File: config.mk
export PLATFORM = sky130hd
export DESIGN_NAME = memory_bank_arbiter_flat
export DESIGN_NICKNAME = d
export VERILOG_FILES = /design/src/rtl/memory_bank_arbiter_pkg.sv /design/src/rtl/memory_bank_arbiter_if.sv /design/src/rtl/memory_bank_arbiter_rr_pick.sv /design/src/rtl/memory_bank_arbiter.sv /design/src/flat_wrapper.sv
export SDC_FILE = /design/constraint.sdc
export NUM_CORES = 1
export LEC_CHECK = 0
export ABC_CLOCK_PERIOD_IN_PS = 2800
export CAP_MARGIN = 20
export CORE_ASPECT_RATIO = 0.7
export CORE_MARGIN = 10
export CORE_UTILIZATION = 28
export DETAILED_ROUTE_END_ITERATION = 10
export PLACE_DENSITY = 0.85
export SLEW_MARGIN = 5
export SYNTH_ARGS = -nofsm -noshare
export SYNTH_HDL_FRONTEND = slang
export SYNTH_SLANG_ARGS = --single-unit
File: constraint.sdc
create_clock -name clk -period 2.8 [get_ports clk]
set_input_delay 0.56 -clock clk [delete_from_list [all_inputs] [get_ports clk]]
set_output_delay 0.56 -clock clk [all_outputs]
set_load 0.005 [all_outputs]
File: src/rtl/memory_bank_arbiter_pkg.sv
// Shared definitions for the memory bank arbiter: default geometry,
// grant index width and the two-state FSM encoding.
package mem_arb_pkg;

  localparam int NREQ_DEF      = 4;
  localparam int ADDR_BITS_DEF = 15;
  localparam int DATA_BITS_DEF = 16;
  localparam int GRANT_ID_BITS = 3;

  // FSM encoding kept as plain constants so older tools read it unchanged
  localparam logic [0:0] ST_IDLE  = 1'b0;
  localparam logic [0:0] ST_GRANT = 1'b1;

  typedef logic [GRANT_ID_BITS-1:0] grant_id_t;

endpackage

File: src/rtl/memory_bank_arbiter_if.sv
// Bundle of the per-master request ports and the bank RAM ports.
// The arbiter sits on the slave side; masters and the RAM drive the
// master side.
interface memory_bank_arbiter_if
  import mem_arb_pkg::*;
#(
  parameter int NREQ      = NREQ_DEF,
  parameter int ADDR_BITS = ADDR_BITS_DEF,
  parameter int DATA_BITS = DATA_BITS_DEF
) ();

  logic [NREQ-1:0]           req_valid;
  logic [NREQ*ADDR_BITS-1:0] req_addr;
  logic [NREQ*DATA_BITS-1:0] req_wdata;
  logic [NREQ-1:0]           req_wr;
  logic [NREQ*2-1:0]         req_wr_mask;
  logic [NREQ-1:0]           req_rdy;
  logic [DATA_BITS-1:0]      rdata;

  logic [ADDR_BITS-1:0]      bank_addr;
  logic [DATA_BITS-1:0]      bank_wdata;
  logic                      bank_wr;
  logic [1:0]                bank_wr_mask;
  logic [DATA_BITS-1:0]      bank_rdata;

  modport slave (
    input  req_valid, req_addr, req_wdata, req_wr, req_wr_mask, bank_rdata,
    output req_rdy, rdata, bank_addr, bank_wdata, bank_wr, bank_wr_mask
  );

  modport master (
    output req_valid, req_addr, req_wdata, req_wr, req_wr_mask, bank_rdata,
    input  req_rdy, rdata, bank_addr, bank_wdata, bank_wr, bank_wr_mask
  );

endinterface

File: src/rtl/memory_bank_arbiter_rr_pick.sv
// Round-robin winner selection: scans upward from the master after the
// last owner, wrapping modulo NREQ, and reports the first active request.
module rr_pick
  import mem_arb_pkg::*;
#(
  parameter int NREQ = NREQ_DEF
) (
  input  logic [NREQ-1:0] req,
  input  grant_id_t       last_owner,
  output logic            any_req,
  output grant_id_t       winner
);

  logic [7:0] req_ext;
  logic [3:0] cand;
  logic       found;

  // Wrap is done by subtracting NREQ so non power-of-two counts rotate correctly
  always_comb begin
    req_ext = 8'(req);
    any_req = |req;
    winner  = '0;
    found   = 1'b0;
    cand    = '0;
    for (int k = 1; k <= NREQ; k++) begin
      cand = {1'b0, last_owner} + 4'(k);
      if (cand >= 4'(NREQ)) begin
        cand = cand - 4'(NREQ);
      end
      if (!found && req_ext[cand[2:0]]) begin
        found  = 1'b1;
        winner = cand[2:0];
      end
    end
  end

endmodule

File: src/rtl/memory_bank_arbiter.sv
// Round-robin owner of a single synchronous memory bank. A master keeps
// the bank for as long as it holds valid; every hand-over passes through
// one IDLE cycle for bank turnaround.
module memory_bank_arbiter
  import mem_arb_pkg::*;
#(
  parameter int NREQ      = NREQ_DEF,
  parameter int ADDR_BITS = ADDR_BITS_DEF,
  parameter int DATA_BITS = DATA_BITS_DEF
) (
  input  logic                  clk,
  input  logic                  rst,
  memory_bank_arbiter_if.slave  bus,
  output grant_id_t             grant_id,
  output logic                  busy
);

  logic [0:0]           state_q, state_d;
  logic [NREQ-1:0]      req_rdy_q, req_rdy_d;
  grant_id_t            grant_id_q, grant_id_d;
  grant_id_t            last_owner_q, last_owner_d;

  logic                 any_req;
  grant_id_t            winner;

  logic                 owner_valid;
  logic                 owner_wr;
  logic [ADDR_BITS-1:0] owner_addr;
  logic [DATA_BITS-1:0] owner_wdata;
  logic [1:0]           owner_mask;

  rr_pick #(.NREQ(NREQ)) u_rr_pick (
    .req        (bus.req_valid),
    .last_owner (last_owner_q),
    .any_req    (any_req),
    .winner     (winner)
  );

  // Select the current owner's request fields from the packed buses
  always_comb begin
    owner_valid = 1'b0;
    owner_wr    = 1'b0;
    owner_addr  = '0;
    owner_wdata = '0;
    owner_mask  = '0;
    for (int i = 0; i < NREQ; i++) begin
      if (grant_id_q == GRANT_ID_BITS'(i)) begin
        owner_valid = bus.req_valid[i];
        owner_wr    = bus.req_wr[i];
        owner_addr  = bus.req_addr[i*ADDR_BITS +: ADDR_BITS];
        owner_wdata = bus.req_wdata[i*DATA_BITS +: DATA_BITS];
        owner_mask  = bus.req_wr_mask[i*2 +: 2];
      end
    end
  end

  // Grant from IDLE only, release when the owner drops valid; no preemption
  always_comb begin
    state_d      = state_q;
    req_rdy_d    = req_rdy_q;
    grant_id_d   = grant_id_q;
    last_owner_d = last_owner_q;
    case (state_q)
      ST_IDLE: begin
        if (any_req) begin
          state_d      = ST_GRANT;
          grant_id_d   = winner;
          last_owner_d = winner;
          for (int i = 0; i < NREQ; i++) begin
            req_rdy_d[i] = (winner == GRANT_ID_BITS'(i));
          end
        end
      end
      default: begin
        if (!owner_valid) begin
          state_d   = ST_IDLE;
          req_rdy_d = '0;
        end
      end
    endcase
  end

  // State and grant registers; last owner resets to NREQ-1 so master 0 wins first
  always_ff @(posedge clk) begin
    if (rst) begin
      state_q      <= ST_IDLE;
      req_rdy_q    <= '0;
      grant_id_q   <= '0;
      last_owner_q <= GRANT_ID_BITS'(NREQ - 1);
    end else begin
      state_q      <= state_d;
      req_rdy_q    <= req_rdy_d;
      grant_id_q   <= grant_id_d;
      last_owner_q <= last_owner_d;
    end
  end

  // Bank port is quiet in IDLE and follows the owner combinationally in GRANT
  always_comb begin
    bus.bank_addr    = '0;
    bus.bank_wdata   = '0;
    bus.bank_wr_mask = '0;
    bus.bank_wr      = 1'b0;
    if (state_q == ST_GRANT) begin
      bus.bank_addr    = owner_addr;
      bus.bank_wdata   = owner_wdata;
      bus.bank_wr_mask = owner_mask;
      bus.bank_wr      = owner_wr & owner_valid;
    end
  end

  assign bus.req_rdy = req_rdy_q;
  assign bus.rdata   = bus.bank_rdata;
  assign grant_id    = grant_id_q;
  assign busy        = (state_q == ST_GRANT);

endmodule

File: src/flat_wrapper.sv
// flat-port wrapper written by rule: the top's interface ports become plain ports
module memory_bank_arbiter_flat import mem_arb_pkg::*;
#(
  parameter int NREQ      = NREQ_DEF,
  parameter int ADDR_BITS = ADDR_BITS_DEF,
  parameter int DATA_BITS = DATA_BITS_DEF
)
  (clk, rst, grant_id, busy, bus_req_valid, bus_req_addr, bus_req_wdata, bus_req_wr, bus_req_wr_mask, bus_bank_rdata, bus_req_rdy, bus_rdata, bus_bank_addr, bus_bank_wdata, bus_bank_wr, bus_bank_wr_mask);
  memory_bank_arbiter_if #(.NREQ(NREQ), .ADDR_BITS(ADDR_BITS), .DATA_BITS(DATA_BITS)) bus_i ();
  input  logic clk;
  input  logic rst;
  output grant_id_t grant_id;
  output logic busy;
  input wire logic [$bits(bus_i.req_valid)-1:0] bus_req_valid;
  input wire logic [$bits(bus_i.req_addr)-1:0] bus_req_addr;
  input wire logic [$bits(bus_i.req_wdata)-1:0] bus_req_wdata;
  input wire logic [$bits(bus_i.req_wr)-1:0] bus_req_wr;
  input wire logic [$bits(bus_i.req_wr_mask)-1:0] bus_req_wr_mask;
  input wire logic [$bits(bus_i.bank_rdata)-1:0] bus_bank_rdata;
  output wire logic [$bits(bus_i.req_rdy)-1:0] bus_req_rdy;
  output wire logic [$bits(bus_i.rdata)-1:0] bus_rdata;
  output wire logic [$bits(bus_i.bank_addr)-1:0] bus_bank_addr;
  output wire logic [$bits(bus_i.bank_wdata)-1:0] bus_bank_wdata;
  output wire logic [$bits(bus_i.bank_wr)-1:0] bus_bank_wr;
  output wire logic [$bits(bus_i.bank_wr_mask)-1:0] bus_bank_wr_mask;
  assign bus_i.req_valid = bus_req_valid;
  assign bus_i.req_addr = bus_req_addr;
  assign bus_i.req_wdata = bus_req_wdata;
  assign bus_i.req_wr = bus_req_wr;
  assign bus_i.req_wr_mask = bus_req_wr_mask;
  assign bus_i.bank_rdata = bus_bank_rdata;
  assign bus_req_rdy = bus_i.req_rdy;
  assign bus_rdata = bus_i.rdata;
  assign bus_bank_addr = bus_i.bank_addr;
  assign bus_bank_wdata = bus_i.bank_wdata;
  assign bus_bank_wr = bus_i.bank_wr;
  assign bus_bank_wr_mask = bus_i.bank_wr_mask;
  memory_bank_arbiter #(.NREQ(NREQ), .ADDR_BITS(ADDR_BITS), .DATA_BITS(DATA_BITS)) u_core (.clk(clk), .rst(rst), .bus(bus_i), .grant_id(grant_id), .busy(busy));
endmodule
==> impl_metrics.py, run 1 <==
metrics = {
    "timing": {
        "fin_crit_sh": 0.963,
        "skew_ns": 0.00292,
        "holdWs_ns": 0.485,
        "tns_ns": 0,
        "max_slew_margin": 0.683,
        "worst_slack_ns": 0.104,
        "setup_violations": 0,
        "rsz0062_at_grt": "no",
        "slew_violations": 0,
        "max_clock_freq_mhz": 371,
        "period_needed_ns": 2.70,
        "hold_violations": 0,
        "tightest_slew_ns": 0.471,
    },
    "routing": {
        "vias_per_cell": 5.27,
        "routed_wl_um": 10100,
        "drc": 0,
        "wire_per_inst_um": 20.5,
        "ant_nets": 0,
        "dr.first_iter.drc_count": 135,
        "num_vias": 2598,
        "drt_pass1_iterations": 4,
    },
    "grt": {
        "grt_use_met1": 0.218,
        "grt_pass1_wl_um": 14900,
        "use_met3": 0.0717,
        "antenna_found_initial": 0,
        "grt-ovfl-total": 0,
        "grt_max_degree": 34,
        "grt_use_met2": 0.295,
        "top_usage_layer": "met2",
        "grt_pass1_vias": 2703,
        "grtUsageTotal": 0.178,
    },
    "die": {
        "ioPinCount": 216,
        "die-area_mm2": 0.0103,
        "coreArea_mm2": 0.00631,
        "die_h_um": 87.9,
        "rows": 24,
        "start_util": 0.292,
        "fp.dieW_um": 117,
    },
    "synthesis": {
        "syn_area_mm2": 0.00184,
        "ys_seq_area_frac": 0.109,
        "synth_top_family_by_area": "compound AO/OA/AOI/OAI gates",
        "syn_inst": 252,
        "synth_top_area_frac": 0.202,
        "ys_types": 42,
        "synthAdderAreaFrac": 0.0136,
        "synthSimpleGateAreaFrac": 0.164,
        "syn_avg_cell_area_um2": 7.31,
        "synthMuxAreaShare": 0.260,
        "mappedNetlistNets": 412,
        "synth_compound_area_frac": 0.320,
        "yosysTopAreaCell": "mux2_2",
        "synthXorXnorAreaFrac": 0,
        "ys_ff_latch": 10,
        "yosysWarnings": 0,
        "synth_area_leaders": "mux2_2 (20%), o22ai_1 (11%), dfxtp_1 (11%), o21ai_0 (9.2%), nor2_1 (8.6%)",
    },
    "clocking": {
        "cts_tree": "yes",
        "clockBufferDepth": 2,
        "htreeDepth": 1,
        "cts_sinks": 10,
        "cts-root-buf": "clkbuf_8",
        "post_cts_buffers": 0,
        "cts-buffers-inserted": 3,
        "hold_buffers": 0,
        "clk_latency_ns": 0.23,
        "ctsResizeCount": 0,
        "path_clk_slew_ns": 0.05,
    },
    "placed_design": {
        "dp_hpwl_um": 8580,
        "place_area_mm2": 0.00367,
        "place_ws_ns": 0.138,
        "place_inst": 489,
        "portBuffers": 183,
        "place.gp.congestion": 0.838,
    },
    "setup_path": {
        "ff2ff_path_depth": 7,
        "worstPathMaxFanout": 3,
        "r2r_start": "u_core.last_owner_q[1]$_SDFFE_PP1P_",
        "slowest_delay_ns": 0.54,
        "cp-end-kind": "primary output",
        "reg2reg_to": "u_core.bus.req_rdy[2]$_SDFFE_PP0P_",
        "crit_chain": "clkdlybuf4s50_1, mux4_2, nand2_1, nor3b_1, clkdlybuf4s50_1",
        "r2r_slack_ns": 0.38,
        "cpMostUsedCell": "clkdlybuf4s50_1",
        "crit_type": "in -> out",
        "worstPathArrival_ns": 2.14,
        "cp_data_required_time_ns": 2.24,
        "cp-start-kind": "primary input",
        "cp_slowest_cell": "clkdlybuf4s50_1",
    },
    "min_path": {
        "holdPathStages": 1,
        "hold_path_startpoint": "u_core.bus.req_rdy[2]$_SDFFE_PP0P_",
        "hold_path_class": "reg -> reg",
        "holdPathEnd": "u_core.bus.req_rdy[2]$_SDFFE_PP0P_",
    },
    "power": {
        "p_per_area_mw_per_mm2": 602,
        "vdd_ir_drop_max_mv": 0.460,
        "p_leak_uw": 0.00137,
    },
    "finish": {
        "seqCellArea_um2": 201,
        "syn_to_final_growth_pct": 102,
        "n_antenna_cell": 0,
        "final_nets": 576,
        "fillCellCount": 565,
        "multiInputGateArea_mm2": 0.00140,
        "layout-drive-gt1-share": 0.159,
        "instances_no_fill": 493,
        "layout_commonest_cell": "clkdlybuf4s50_1",
        "final_cell_area_mm2": 0.00372,
        "final_cell_mix": "clkdlybuf4s50_1 (183), nor2_1 (42), o21ai_0 (34)",
    },
    "status": {
        "status": "completed",
    },
    "flow_run": {
        "maxCapViolations": 0,
    },
}
==> registers in the layout, summed over array words and instances, names as in the netlist <==
register             count
u_core.bus.req_rdy       4
u_core.last_owner_q      3
u_core.grant_id          2
u_core.busy              1
==> critical path: cells and delay by family <==
kind          cells  cell delay, ns
buf+inv           2            1.05
mux               1            0.25
simple gates      2            0.28
==> where the power goes <==
part / internal (uW) / switching [uW]
registers: 193 / 58.0
logic: 996 / 819
clock network: 123 / 52.2
==> worst max path at each step <==
stage / from / to / slack, ns / cells after the start
finish: bus_req_valid[2] / bus_bank_wr / 0.10 / 5
floorplan: u_core.last_owner_q[0]$_SDFFE_PP1P_ / u_core.bus.req_rdy[2]$_SDFFE_PP0P_ / 0.51 / 9
detailed placement: bus_req_valid[2] / bus_bank_wr / 0.14 / 5
global placement: bus_req_valid[3] / bus_bank_wr / 0.14 / 5
global route: bus_req_valid[2] / bus_bank_wr / 0.03 / 5
CTS: bus_req_valid[2] / bus_bank_wr / 0.11 / 5
==> synthesized netlist by cell type, drive strengths merged <==
master,n
nor2,42
o21ai,35
mux2,33
o22ai,33
buf,29
clkbuf,11
dfxtp,10
inv,5
a21oi,4
mux2i,4
nand2,4
nand2b,4
nor3b,4
a31oi,3
mux4,3
a22o,2
a32o,2
ha,2
nor2b,2
nor3,2
a2111o,1
a2111oi,1
a211oi,1
a21o,1
a311oi,1
and3,1
nand3,1
nand3b,1
nand4,1
nor4,1
nor4bb,1
o21a,1
o21ba,1
o21bai,1
o221ai,1
o2bb2ai,1
o32ai,1
or2,1
==> final cells by class <==
type	instances	share of cell area
inverter	5	0.00504
sequential	10	0.0541
timing repair buffer	199	0.524
tap	78	0.0262
clock buffer	4	0.0148
multi-input combinational	197	0.376
==> cells by family (layout without fill, tap and decap cells) <==
logic type,after synthesis,count (layout)
and+or+nand+nor,65,65
buffers and inverters,45,208
adders and majority gates,2,2
AOI/OAI and AO/OA,90,90
muxes,40,40
DFF,10,10
==> through the flow <==
| stage | power, uW | util |
|---|---|---|
| after global placement | 2030 | 0.582 |
| after CTS | 2250 | 0.590 |
| after global routing | 2400 | 0.590 |
| final | 2240 | 0.590 |
| after detailed placement | 2060 | 0.582 |
| after floorplan | 1290 | - |
==> layer usage <==
layer | wire length (um) | share of wire
met4 | 63 | 0.0062
met3 | 1300 | 0.13
met5 | 0 | 0
met1 | 4110 | 0.41
met2 | 4640 | 0.46
Power figures use the tool's default switching activity.
==> inputs of run 2 (changes only) <==
==> constraint.sdc (replaced) <==
create_clock -name clk -period 2.8 [get_ports clk]
set_input_delay 0.56 -clock clk [delete_from_list [all_inputs] [get_ports clk]]
set_output_delay 0.56 -clock clk [all_outputs]
set_load 0.01 [all_outputs]
==> impl_metrics.py, run 2 (synthesis results as in run 1) <==
metrics = {
    "clocking": {
        "cts_sinks": 10,
        "ctsResizeCount": 0,
        "post_cts_buffers": 0,
        "htreeDepth": 1,
        "cts-root-buf": "clkbuf_8",
        "clockBufferDepth": 2,
        "cts_tree": "yes",
        "hold_buffers": 0,
        "clk_latency_ns": 0.23,
        "path_clk_slew_ns": 0.04,
        "cts-buffers-inserted": 3,
    },
    "timing": {
        "max_slew_margin": 0.674,
        "rsz0062_at_grt": "no",
        "max_clock_freq_mhz": 367,
        "hold_violations": 0,
        "tightest_slew_ns": 0.485,
        "fin_crit_sh": 0.973,
        "slew_violations": 0,
        "tns_ns": 0,
        "period_needed_ns": 2.72,
        "skew_ns": 0.000732,
        "setup_violations": 0,
    },
    "routing": {
        "ant_nets": 0,
        "vias_per_cell": 5.38,
        "dr.first_iter.drc_count": 99,
        "num_vias": 2645,
        "routed_wl_um": 10200,
        "drc": 0,
        "drt_pass1_iterations": 4,
        "wire_per_inst_um": 20.7,
    },
    "die": {
        "die_h_um": 87.9,
        "fp.dieW_um": 117,
        "coreArea_mm2": 0.00631,
        "ioPinCount": 216,
        "die-area_mm2": 0.0103,
        "start_util": 0.292,
        "rows": 24,
    },
    "grt": {
        "grt_pass1_vias": 2777,
        "grt-ovfl-total": 0,
        "grt_pass1_wl_um": 14800,
        "grtUsageTotal": 0.179,
        "antenna_found_initial": 0,
        "grt_max_degree": 35,
    },
    "min_path": {
        "hold_path_class": "reg -> reg",
    },
    "power": {
        "p_leak_uw": 0.00136,
        "vdd_ir_drop_max_mv": 0.429,
        "p_per_area_mw_per_mm2": 610,
    },
    "setup_path": {
        "r2r_slack_ns": 0.38,
        "crit_type": "in -> out",
        "cp-start-kind": "primary input",
        "worstPathMaxFanout": 2,
        "cp_data_required_time_ns": 2.24,
        "worstPathArrival_ns": 2.16,
        "cp-end-kind": "primary output",
    },
    "finish": {
        "layout-drive-gt1-share": 0.157,
        "final_nets": 576,
        "syn_to_final_growth_pct": 102,
        "largest_reg_flops": 4,
        "layout_commonest_cell": "clkdlybuf4s50_1",
        "final_cell_mix": "clkdlybuf4s50_1 (183), nor2_1 (42), o21ai_0 (34)",
        "utilization": 0.590,
        "n_antenna_cell": 0,
    },
    "placed_design": {
        "place.gp.congestion": 0.828,
        "portBuffers": 183,
        "dp_hpwl_um": 8630,
    },
    "status": {
        "status": "completed",
    },
    "flow_run": {
        "maxCapViolations": 0,
    },
}
run 2: changes by cell type in the layout (fill, tap and decap cells not counted):
cell	previous run	this run
clkbuf_8	4	3
buf_4	16	15
buf_12	0	1
run 2: layout make-up:
class,count,area (um2)
tap,78,97.6
inverter,5,18.8
clock buffer,3,41.3
multi-input combinational,197,1400
timing repair buffer,199,1960
sequential,10,201
fill,566,2580
run 2: critical path, cell delays in order:
cell and delay, ns:
clkdlybuf4s50_1 0.50, mux4_2 0.25, nand2_1 0.07, nor3b_1 0.20, clkdlybuf4s50_1 0.59
run 2: through the flow:
step	hold WS [ns]	total power [uW]	worst slack, ns	instance area (um2)	instances
5_1_grt	0.516	2440	0.00533	3720	492
4_1_cts	0.489	2290	0.0708	3720	492
3_5_place_dp	0.467	2130	0.101	3680	489
2_1_floorplan	0.511	1360	0.507	1840	252
6_report	0.490	2270	0.0756	3720	492
3_3_place_gp	0.459	2090	0.134	3680	489
run 2: worst paths after layout:
path | startpoint | end | depth (start not counted)
worst max-delay path | bus_req_valid[2] | bus_bank_wr | 5
worst min-delay path | u_core.bus.req_rdy[2]$_SDFFE_PP0P_ | u_core.bus.req_rdy[2]$_SDFFE_PP0P_ | 1
worst max register to register | u_core.last_owner_q[1]$_SDFFE_PP1P_ | u_core.bus.req_rdy[2]$_SDFFE_PP0P_ | 7
worst min register to register | u_core.bus.req_rdy[2]$_SDFFE_PP0P_ | u_core.bus.req_rdy[2]$_SDFFE_PP0P_ | 1
run 2: routing by layer:
| layer | vias up | track usage | share of wire |
|---|---|---|---|
| li1 | 1250 | - | - |
| met1 | 1217 | 0.203 | 0.38 |
| met2 | 166 | 0.314 | 0.47 |
| met3 | 12 | 0.0765 | 0.14 |
| met4 | 0 | 0.0201 | 0.0074 |
| met5 | - | 0 | 0 |
run 2: where the power goes:
part / internal [uW] / total (uW) / switching, uW
sequential: 193 / 249 / 55.7
combinational: 1000 / 1880 / 879
clock: 93.3 / 140 / 46.9
total: 1290 / 2270 / 982
==> inputs of run 3 (changes only) <==
--- a/config.mk
+++ b/config.mk
@@ -11,6 +11,7 @@
 export CORE_MARGIN = 10
 export CORE_UTILIZATION = 28
 export DETAILED_ROUTE_END_ITERATION = 10
+export GPL_ROUTABILITY_DRIVEN = 0
 export PLACE_DENSITY = 0.85
 export SLEW_MARGIN = 5
 export SYNTH_ARGS = -nofsm -noshare
==> results of run 3 <==
No change in the layout: final DEF, timing and power equal those of run 2.
